### src/rtl/inst_fetch_if.sv
// inst_fetch_if: imem request/response and decode handshake bundle.
// master = fetch stage, slave = memory plus decode side.
interface inst_fetch_if;
    logic        imem_req_o;
    logic [31:0] imem_addr_o;
    logic        imem_gnt_i;
    logic        imem_rvalid_i;
    logic [31:0] imem_rdata_i;
    logic        inst_valid_o;
    logic [31:0] inst_o;
    logic [31:0] inst_pc_o;
    logic        inst_ready_i;

    modport master (
        output imem_req_o, imem_addr_o,
        output inst_valid_o, inst_o, inst_pc_o,
        input  imem_gnt_i, imem_rvalid_i, imem_rdata_i,
        input  inst_ready_i
    );

    modport slave (
        input  imem_req_o, imem_addr_o,
        input  inst_valid_o, inst_o, inst_pc_o,
        output imem_gnt_i, imem_rvalid_i, imem_rdata_i,
        output inst_ready_i
    );
endinterface

### src/rtl/inst_fetch.sv
// inst_fetch: fetch PC, imem requests, PC queue and instruction buffer.
// Redirects flush the buffer and drain stale in-flight responses.
module inst_fetch #(
    parameter logic [31:0] RESET_PC   = 32'h0000_0000,
    parameter int          FIFO_DEPTH = 2
) (
    input  logic         clk_i,
    input  logic         rst_i,
    input  logic         redirect_i,
    input  logic [31:0]  redirect_pc_i,
    inst_fetch_if.master fetch_io
);
    localparam int PW  = (FIFO_DEPTH > 1) ? $clog2(FIFO_DEPTH) : 1;
    localparam int CW  = $clog2(FIFO_DEPTH + 1);
    localparam int CWP = CW + 1;
    localparam logic [PW-1:0] PTR_LAST = PW'(FIFO_DEPTH - 1);
    localparam logic [CW:0]   CREDITS  = CWP'(FIFO_DEPTH);

    localparam logic [1:0] S_BOOT  = 2'd0;
    localparam logic [1:0] S_RUN   = 2'd1;
    localparam logic [1:0] S_DRAIN = 2'd2;

    logic [1:0]    state_q, state_d;
    logic [31:0]   fetch_pc_q, fetch_pc_d;
    logic [CW-1:0] outst_q, outst_d;
    logic [CW-1:0] disc_q, disc_d;
    logic [CW-1:0] fcnt_q, fcnt_d;
    logic [31:0]   pcq_q [FIFO_DEPTH];
    logic [PW-1:0] pcq_wp_q, pcq_rp_q;
    logic [31:0]   finst_q [FIFO_DEPTH];
    logic [31:0]   fpc_q [FIFO_DEPTH];
    logic [PW-1:0] fwp_q, frp_q;
    logic [31:0]   last_inst_q, last_pc_q;
    logic          req, grant, rsp, drop, push, pop, fnempty;
    logic          unused_pc_lsbs;

    assign unused_pc_lsbs = ^redirect_pc_i[1:0];

    function automatic logic [PW-1:0] nxt(input logic [PW-1:0] p);
        return (p == PTR_LAST) ? '0 : p + PW'(1);
    endfunction

    // request credit and per-cycle transfer events
    always_comb begin
        fnempty = (fcnt_q != '0);
        req     = (state_q == S_RUN) && !redirect_i
                  && (({1'b0, outst_q} + {1'b0, fcnt_q}) < CREDITS);
        grant   = req && fetch_io.imem_gnt_i;
        rsp     = fetch_io.imem_rvalid_i && (outst_q != '0);
        drop    = rsp && (redirect_i || (disc_q != '0));
        push    = rsp && !drop;
        pop     = fnempty && fetch_io.inst_ready_i && !redirect_i;
    end

    // next fetch PC, counters and FSM
    always_comb begin
        fetch_pc_d = fetch_pc_q;
        if (redirect_i)
            fetch_pc_d = {redirect_pc_i[31:2], 2'b00};
        else if (grant)
            fetch_pc_d = fetch_pc_q + 32'd4;
        outst_d = outst_q + CW'(grant) - CW'(rsp);
        disc_d  = disc_q;
        if (redirect_i)
            disc_d = outst_q - CW'(rsp);
        else if (drop)
            disc_d = disc_q - CW'(1);
        fcnt_d  = redirect_i ? '0 : fcnt_q + CW'(push) - CW'(pop);
        state_d = state_q;
        unique case (state_q)
            S_BOOT:  state_d = S_RUN;
            S_RUN:   if (redirect_i && disc_d != '0) state_d = S_DRAIN;
            S_DRAIN: if (disc_d == '0) state_d = S_RUN;
            default: state_d = S_BOOT;
        endcase
    end

    // state, fetch PC and counters
    always_ff @(posedge clk_i) begin
        if (rst_i) begin
            state_q    <= S_BOOT;
            fetch_pc_q <= RESET_PC;
            outst_q    <= '0;
            disc_q     <= '0;
            fcnt_q     <= '0;
        end else begin
            state_q    <= state_d;
            fetch_pc_q <= fetch_pc_d;
            outst_q    <= outst_d;
            disc_q     <= disc_d;
            fcnt_q     <= fcnt_d;
        end
    end

    // PC queue: address of each in-flight request, in grant order
    always_ff @(posedge clk_i) begin
        if (rst_i) begin
            pcq_wp_q <= '0;
            pcq_rp_q <= '0;
            for (int i = 0; i < FIFO_DEPTH; i++) pcq_q[i] <= '0;
        end else begin
            if (grant) begin
                pcq_q[pcq_wp_q] <= fetch_pc_q;
                pcq_wp_q        <= nxt(pcq_wp_q);
            end
            if (rsp) pcq_rp_q <= nxt(pcq_rp_q);
        end
    end

    // instruction buffer; a redirect empties it
    always_ff @(posedge clk_i) begin
        if (rst_i) begin
            fwp_q <= '0;
            frp_q <= '0;
            for (int i = 0; i < FIFO_DEPTH; i++) begin
                finst_q[i] <= '0;
                fpc_q[i]   <= '0;
            end
        end else if (redirect_i) begin
            fwp_q <= '0;
            frp_q <= '0;
        end else begin
            if (push) begin
                finst_q[fwp_q] <= fetch_io.imem_rdata_i;
                fpc_q[fwp_q]   <= pcq_q[pcq_rp_q];
                fwp_q          <= nxt(fwp_q);
            end
            if (pop) frp_q <= nxt(frp_q);
        end
    end

    // remember the head so outputs hold while the buffer is empty
    always_ff @(posedge clk_i) begin
        if (rst_i) begin
            last_inst_q <= '0;
            last_pc_q   <= '0;
        end else if (fnempty) begin
            last_inst_q <= finst_q[frp_q];
            last_pc_q   <= fpc_q[frp_q];
        end
    end

    assign fetch_io.imem_req_o   = req;
    assign fetch_io.imem_addr_o  = fetch_pc_q;
    assign fetch_io.inst_valid_o = fnempty && !redirect_i;
    assign fetch_io.inst_o       = fnempty ? finst_q[frp_q] : last_inst_q;
    assign fetch_io.inst_pc_o    = fnempty ? fpc_q[frp_q] : last_pc_q;
endmodule
### src/flat_wrapper.sv
// flat-port wrapper written by rule: the top's interface ports become plain ports
module inst_fetch_flat 
#(
    parameter logic [31:0] RESET_PC   = 32'h0000_0000,
    parameter int          FIFO_DEPTH = 2
)
  (clk_i, rst_i, redirect_i, redirect_pc_i, fetch_io_imem_req_o, fetch_io_imem_addr_o, fetch_io_inst_valid_o, fetch_io_inst_o, fetch_io_inst_pc_o, fetch_io_imem_gnt_i, fetch_io_imem_rvalid_i, fetch_io_imem_rdata_i, fetch_io_inst_ready_i);
  inst_fetch_if fetch_io_i ();
  input  logic clk_i;
  input  logic rst_i;
  input  logic redirect_i;
  input  logic [31:0] redirect_pc_i;
  output wire logic [$bits(fetch_io_i.imem_req_o)-1:0] fetch_io_imem_req_o;
  output wire logic [$bits(fetch_io_i.imem_addr_o)-1:0] fetch_io_imem_addr_o;
  output wire logic [$bits(fetch_io_i.inst_valid_o)-1:0] fetch_io_inst_valid_o;
  output wire logic [$bits(fetch_io_i.inst_o)-1:0] fetch_io_inst_o;
  output wire logic [$bits(fetch_io_i.inst_pc_o)-1:0] fetch_io_inst_pc_o;
  input wire logic [$bits(fetch_io_i.imem_gnt_i)-1:0] fetch_io_imem_gnt_i;
  input wire logic [$bits(fetch_io_i.imem_rvalid_i)-1:0] fetch_io_imem_rvalid_i;
  input wire logic [$bits(fetch_io_i.imem_rdata_i)-1:0] fetch_io_imem_rdata_i;
  input wire logic [$bits(fetch_io_i.inst_ready_i)-1:0] fetch_io_inst_ready_i;
  assign fetch_io_imem_req_o = fetch_io_i.imem_req_o;
  assign fetch_io_imem_addr_o = fetch_io_i.imem_addr_o;
  assign fetch_io_inst_valid_o = fetch_io_i.inst_valid_o;
  assign fetch_io_inst_o = fetch_io_i.inst_o;
  assign fetch_io_inst_pc_o = fetch_io_i.inst_pc_o;
  assign fetch_io_i.imem_gnt_i = fetch_io_imem_gnt_i;
  assign fetch_io_i.imem_rvalid_i = fetch_io_imem_rvalid_i;
  assign fetch_io_i.imem_rdata_i = fetch_io_imem_rdata_i;
  assign fetch_io_i.inst_ready_i = fetch_io_inst_ready_i;
  inst_fetch #(.RESET_PC(RESET_PC), .FIFO_DEPTH(FIFO_DEPTH)) u_core (.clk_i(clk_i), .rst_i(rst_i), .redirect_i(redirect_i), .redirect_pc_i(redirect_pc_i), .fetch_io(fetch_io_i));
endmodule
### config.mk
export PLATFORM = sky130hd
export DESIGN_NAME = inst_fetch_flat
export DESIGN_NICKNAME = d
export VERILOG_FILES = /design/src/rtl/inst_fetch_if.sv /design/src/rtl/inst_fetch.sv /design/src/flat_wrapper.sv
export SDC_FILE = /design/constraint.sdc
export NUM_CORES = 1
export LEC_CHECK = 0
export CAP_MARGIN = 30
export CORE_UTILIZATION = 35
export DETAILED_ROUTE_END_ITERATION = 7
export PLACE_DENSITY = 0.63
export SETUP_SLACK_MARGIN = 0.1
export SLEW_MARGIN = 20
export SYNTH_ARGS = -nofsm -noshare
export SYNTH_HDL_FRONTEND = slang
export SYNTH_SLANG_ARGS = --single-unit
### constraint.sdc
create_clock -name clk_i -period 5 [get_ports clk_i]
set_clock_uncertainty 0.1 [all_clocks]
set_input_delay 0.75 -clock clk_i [delete_from_list [all_inputs] [get_ports clk_i]]
set_output_delay 0.75 -clock clk_i [all_outputs]
set_load 0.05 [all_outputs]
# --- Word-level counts from Yosys, hierarchy flattened ---
# Memory sizes are Yosys's and may differ from the RTL's. A register that Yosys moved wholly into a read port is not among the register bits.
# Cells that the tools add are included.
op_classes:
  magnitude_cmp: 1
  n_mux: 37
  div_mod_pow: 0
  eq_ne: 4
  bitwise_logic: 0
  reduce_logical: 25
  addsub: 12
  n_mul: 0
  shifts: 0
ops:
  columns: ["op", "count"]
  rows:
  - ["$mux 32", 7]
  - ["$reduce_or 32->1", 3]
  - ["$add 32x3->32 const B", 1]
  - ["$mux 1", 25]
  - ["$logic_and 1x1->1", 10]
  - ["$reduce_bool 2->1", 5]
  - ["$mux 2", 4]
  - ["$pmux 2 s3", 1]
  - ["$sub 2x1->2", 3]
  - ["$add 1x1->1 const B", 4]
  - ["$add 2x1->2", 2]
  - ["$logic_not 2->1", 2]
  - ["$add 2x2->3", 1]
  - ["$lt 3x2->1 const B", 1]
  - ["$eq 2x1->1 const B", 1]
  - ["$eq 2x2->1 const B", 1]
  - ["$logic_not 1->1", 2]
  - ["$ne 2x1->1 const B", 1]
  - ["$ne 2x2->1 const B", 1]
  - ["$reduce_and 2->1", 1]
  - ["$reduce_or 2->1", 1]
  - ["$sub 2x1->2 const B", 1]
  - ["$logic_or 1x1->1", 1]
word_totals:
  mem_count: 3
  latch_bits: 0
  ff_bits: 108
  word_cells: 94
  in_bits: 70
  ramBits: 192
  romBits: 0
mem_list:
  columns: ["memory", "depth", "width", "read_ports", "rd_clocked_by_memory_dff", "wr", "line", "rtl"]
  rows:
  - ["u_core.finst_q", 2, 32, 1, 1, 2, "inst_fetch.sv:30", "logic [31:0] finst_q [FIFO_DEPTH];"]
  - ["u_core.fpc_q", 2, 32, 1, 1, 2, "inst_fetch.sv:31", "logic [31:0] fpc_q [FIFO_DEPTH];"]
  - ["u_core.pcq_q", 2, 32, 1, 1, 2, "inst_fetch.sv:28", "logic [31:0] pcq_q [FIFO_DEPTH];"]

# --- Logic depth before layout (Yosys ltp) ---
logic_depth:
  depth_word: 11
  mapped_depth: 12

# --- Worst setup path after synthesis ---
# OpenSTA, ideal clock, no wires.
synth_timing:
  path_kind: "register to register"
  start: "register u_core.fcnt_q[0]"
  end: "memory u_core.pcq_q[0][10] (enable)"
  arrival_ps: 3711
  path_stages_with_launch: 7
  path_slack_ps: 730
  setup_time_ps: 459
  n_path_buf: 0
  required_ps: 4441
  path_cell_list: "dfxtp_1 > inv_1 > nor2_1 > fa_1 > nor4b_4 > nand3_4 > o21ai_0"
synth_lines:
  columns: ["item", "line", "rtl"]
  rows:
  - ["start, declared", "inst_fetch.sv:27", "logic [CW-1:0] fcnt_q, fcnt_d;"]
  - ["start signal, assigned", "inst_fetch.sv:91", "fcnt_q <= fcnt_d;"]
  - ["end, declared", "inst_fetch.sv:28", null]

==> key figures <==
Layout
  – Post-route insts no fill: approximately 1,700
  – Fin util: 45.2%
  – Final nets: 1,302
  – Layout cell share with drive strength beyond 1: around 7.4%
  – Area added between synthesis and finish: 26.2%
  – Final Cell Area: approximately 0.016 mm²
  – Ant. Diodes: 0

Clock tree
  – H-tree levels: 2
  – Clk slew on worst S/H paths: roughly 60 ps
  – Inserted Clock Buffers: 35
  – Clock latency on the worst-skew pair: between 500 and 600 ps
  – Max clock buf depth: 3
  – Clock sink total: roughly 290
  – Post-cts sizing count: 0
  – CTS tree: done
  – Post-CTS Hold Buffers: 0
  – # Post-CTS Setup Buffers: 0
  – CTS root buf: clkbuf_16

Power
  – Design Power: 5.99 mW
  – P_leak: between 5 and 6 nW
  – Pwr/cell area: roughly 380 mW/mm²
  – Max VDD drop: 0.212 mV

Job
  – Total of max-cap violations: 0

Global route
  – Initial antenna violation count: 0
  – First-pass GRT wire length: around 44 mm
  – Number of global-route vias before repair: slightly above 8,000
  – Largest net degree at the start of global routing: 70
  – GRT Total Usage: 15.5%
  – Total grt overflow: 0

Detailed routing
  – Final ANT Viol Nets: 0
  – Met2 wire len: between 10 and 15 mm
  – Number of remaining DRC errors: 0
  – Via density: about 4.8
  – First-pass detailed-route iteration total: 4
  – Total wire length: 27.7 mm
  – Routed wl met3: 1.43 mm
  – Routed length per instance: between 15 and 20 µm
  – Vias: a little over 8,000
  – DR iter-0 viols: about 450
  – DR top layer: met4
  – WL met1: 13.1 mm

Floorplan
  – Die area: ~0.036 mm²
  – Die W: 190 µm
  – Row count: a little under 70
  – Die H: 190 µm
  – Core area: about 0.035 mm²
  – Starting density of the core: 35.8%
  – Top-level I/O count: between 150 and 200

Placement
  – Placed cell count: between 1,500 and 2,000
  – Gpl congestion: 0.783
  – Setup Slack @ Placement: 1450 ps
  – IO Port Bufs: around 160
  – DP HPWL: around 18 mm
  – Post-DP Area: 0.0146 mm²

Setup path
  – Critical-path cell list: buf_4 -> mux2i_1 -> o21ai_0 -> clkdlybuf4s50_1
  – Critical path type: reg2out
  – Critical path fanouts, max: 42
  – Family with the most delay on the worst path: buffers and inverters
  – Worst path bufs/invs: 2
  – Crit end category: output pin
  – Critical Path RT: ~4200 ps
  – Critical Path Start Type: flip-flop
  – CP peak stage delay: 870 ps
  – Crit path DAT: ~3100 ps
  – CP max-delay cell: clkdlybuf4s50_1

Hold path
  – Hold Path Class: reg2reg

Synth
  – Mapped Cells: 1,076
  – Async SR Flop Fraction: 0%
  – Most used DFF post-synth: edfxtp_1
  – Sequential share of the synthesized area: between 60% and 70%
  – EDFF count, synth: 184
  – Syn. warnings: 0
  – Syn Std Cell Area: between 0.01 and 0.015 mm²
  – Yosys cell types: 53
  – Avg Inst Size Synth: 11.6 µm²
  – Yosys reg bits: just under 300

Timing
  – Max Clk Rate: around 250 MHz
  – Slew HR: between 40% and 50%
  – RSZ-0062 raised after global routing: no
  – Worst-Margin Slew: approximately 800 ps
  – Tightest hold margin: between 300 and 400 ps
  – Post-route setup slack: between 1000 and 1500 ps
  – Final setup violating endpoints: 0
  – Final Cycle Share: 79.5%
  – Slew Viols, Final: 0
  – Setup TNS: 0 ps
  – Fin crit period: between 3000 and 4000 ps
  – Final Hold Viols: 0

Run status
  – Run status: finished, final reports clean
[cell families after synthesis]
family / after synthesis / share of synthesized area (%)
XOR/XNOR: 32 / 2.26
multiplexers: 98 / 7.89
flip-flops: 292 / 61.9
AO/OA/AOI/OAI: 112 / 5.23
adder cells (fa/ha/maj): 7 / 0.765
AND/OR/NAND/NOR: 445 / 19.2
buffers and inverters: 89 / 2.77
other: 1 / 0.0302
[path summary, 6_finish.rpt]
check	start	to	slack [ps]	depth (start not counted)
min reg2reg	u_core.last_pc_q[0]	u_core.last_pc_q[0]	380	1
max reg2reg	u_core.fcnt_q[0]	u_core.pcq_q[1][28]	1610	10
min	u_core.last_pc_q[0]	u_core.last_pc_q[0]	380	1
max	flip-flop	fetch_io_inst_o[0]	1020	4
[per-layer routing]
metal / global-route usage, % / vias up
met3: 3.11 / 56
met4: 5.63 / 0
met5: 0 / -
met1: 21.4 / 3826
met2: 24.2 / 209
li1: - / 4065
[cell usage after synthesis, types with 14 or more instances]
cell type / n / share of area (%)
o21ai_0: 66 / 2.7
nor2_1: 90 / 2.7
xnor2_1: 19 / 1.3
mux2i_1: 98 / 7.9
nand2_1: 78 / 2.4
edfxtp_1: 184 / 44
dfxtp_1: 108 / 17
inv_1: 14 / 0.42
and2_1: 165 / 8.3
clkbuf_1: 61 / 1.8
nor3_1: 15 / 0.60
and3_1: 41 / 2.1
nand3_1: 17 / 0.68
[cells in the final DEF, fill, tap and decap left out, types with 17 or more instances in the layout]
cell type and n:
xnor2_1 19, and2_1 165, edfxtp_1 184, buf_4 18, and3_1 41, nand3_1 17
nor2_1 88, clkdlybuf4s50_1 161, dfxtp_1 107, o21ai_0 65, nand2_1 77, mux2i_1 98
clkbuf_16 35
[registers in the layout (all words and copies together) (netlist names), named ones only]
signal	count
u_core.disc_q	2
u_core.fcnt_q	2
u_core.fetch_io.imem_addr_o	30
u_core.finst_q	64
u_core.fpc_q	60
u_core.frp_q	1
u_core.fwp_q	1
u_core.last_inst_q	32
u_core.last_pc_q	32
u_core.outst_q	2
u_core.pcq_q	60
u_core.pcq_rp_q	1
u_core.pcq_wp_q	1
u_core.state_q	2
[where the power goes]
group	total, mW	internal [mW]	switching (mW)	leakage (nW)
logic	0.768	0.285	0.483	2.26
clock network	2.44	1.46	0.985	0.547
registers	2.78	2.70	0.0766	2.79
[worst register-to-register path: stages (launching register included)]
cell	delay [ps]
dfxtp_1	390
inv_1	90
nor2_1	130
fa_1	460
nor4b_4	610
nand2_2	280
nor3_2	150
buf_4	310
nand2_1	90
nand2_1	80
buf_4	370
[layout make-up]
type	count	area (µm²)
fillers	3156	19000
flip-flops and latches	292	7690
multi-input cells	696	4420
repair buffers	185	1840
clock buffers	44	910
well taps	455	569
clock inverters	19	196
inverters	15	56.3
(Power assumes the default switching activity.)
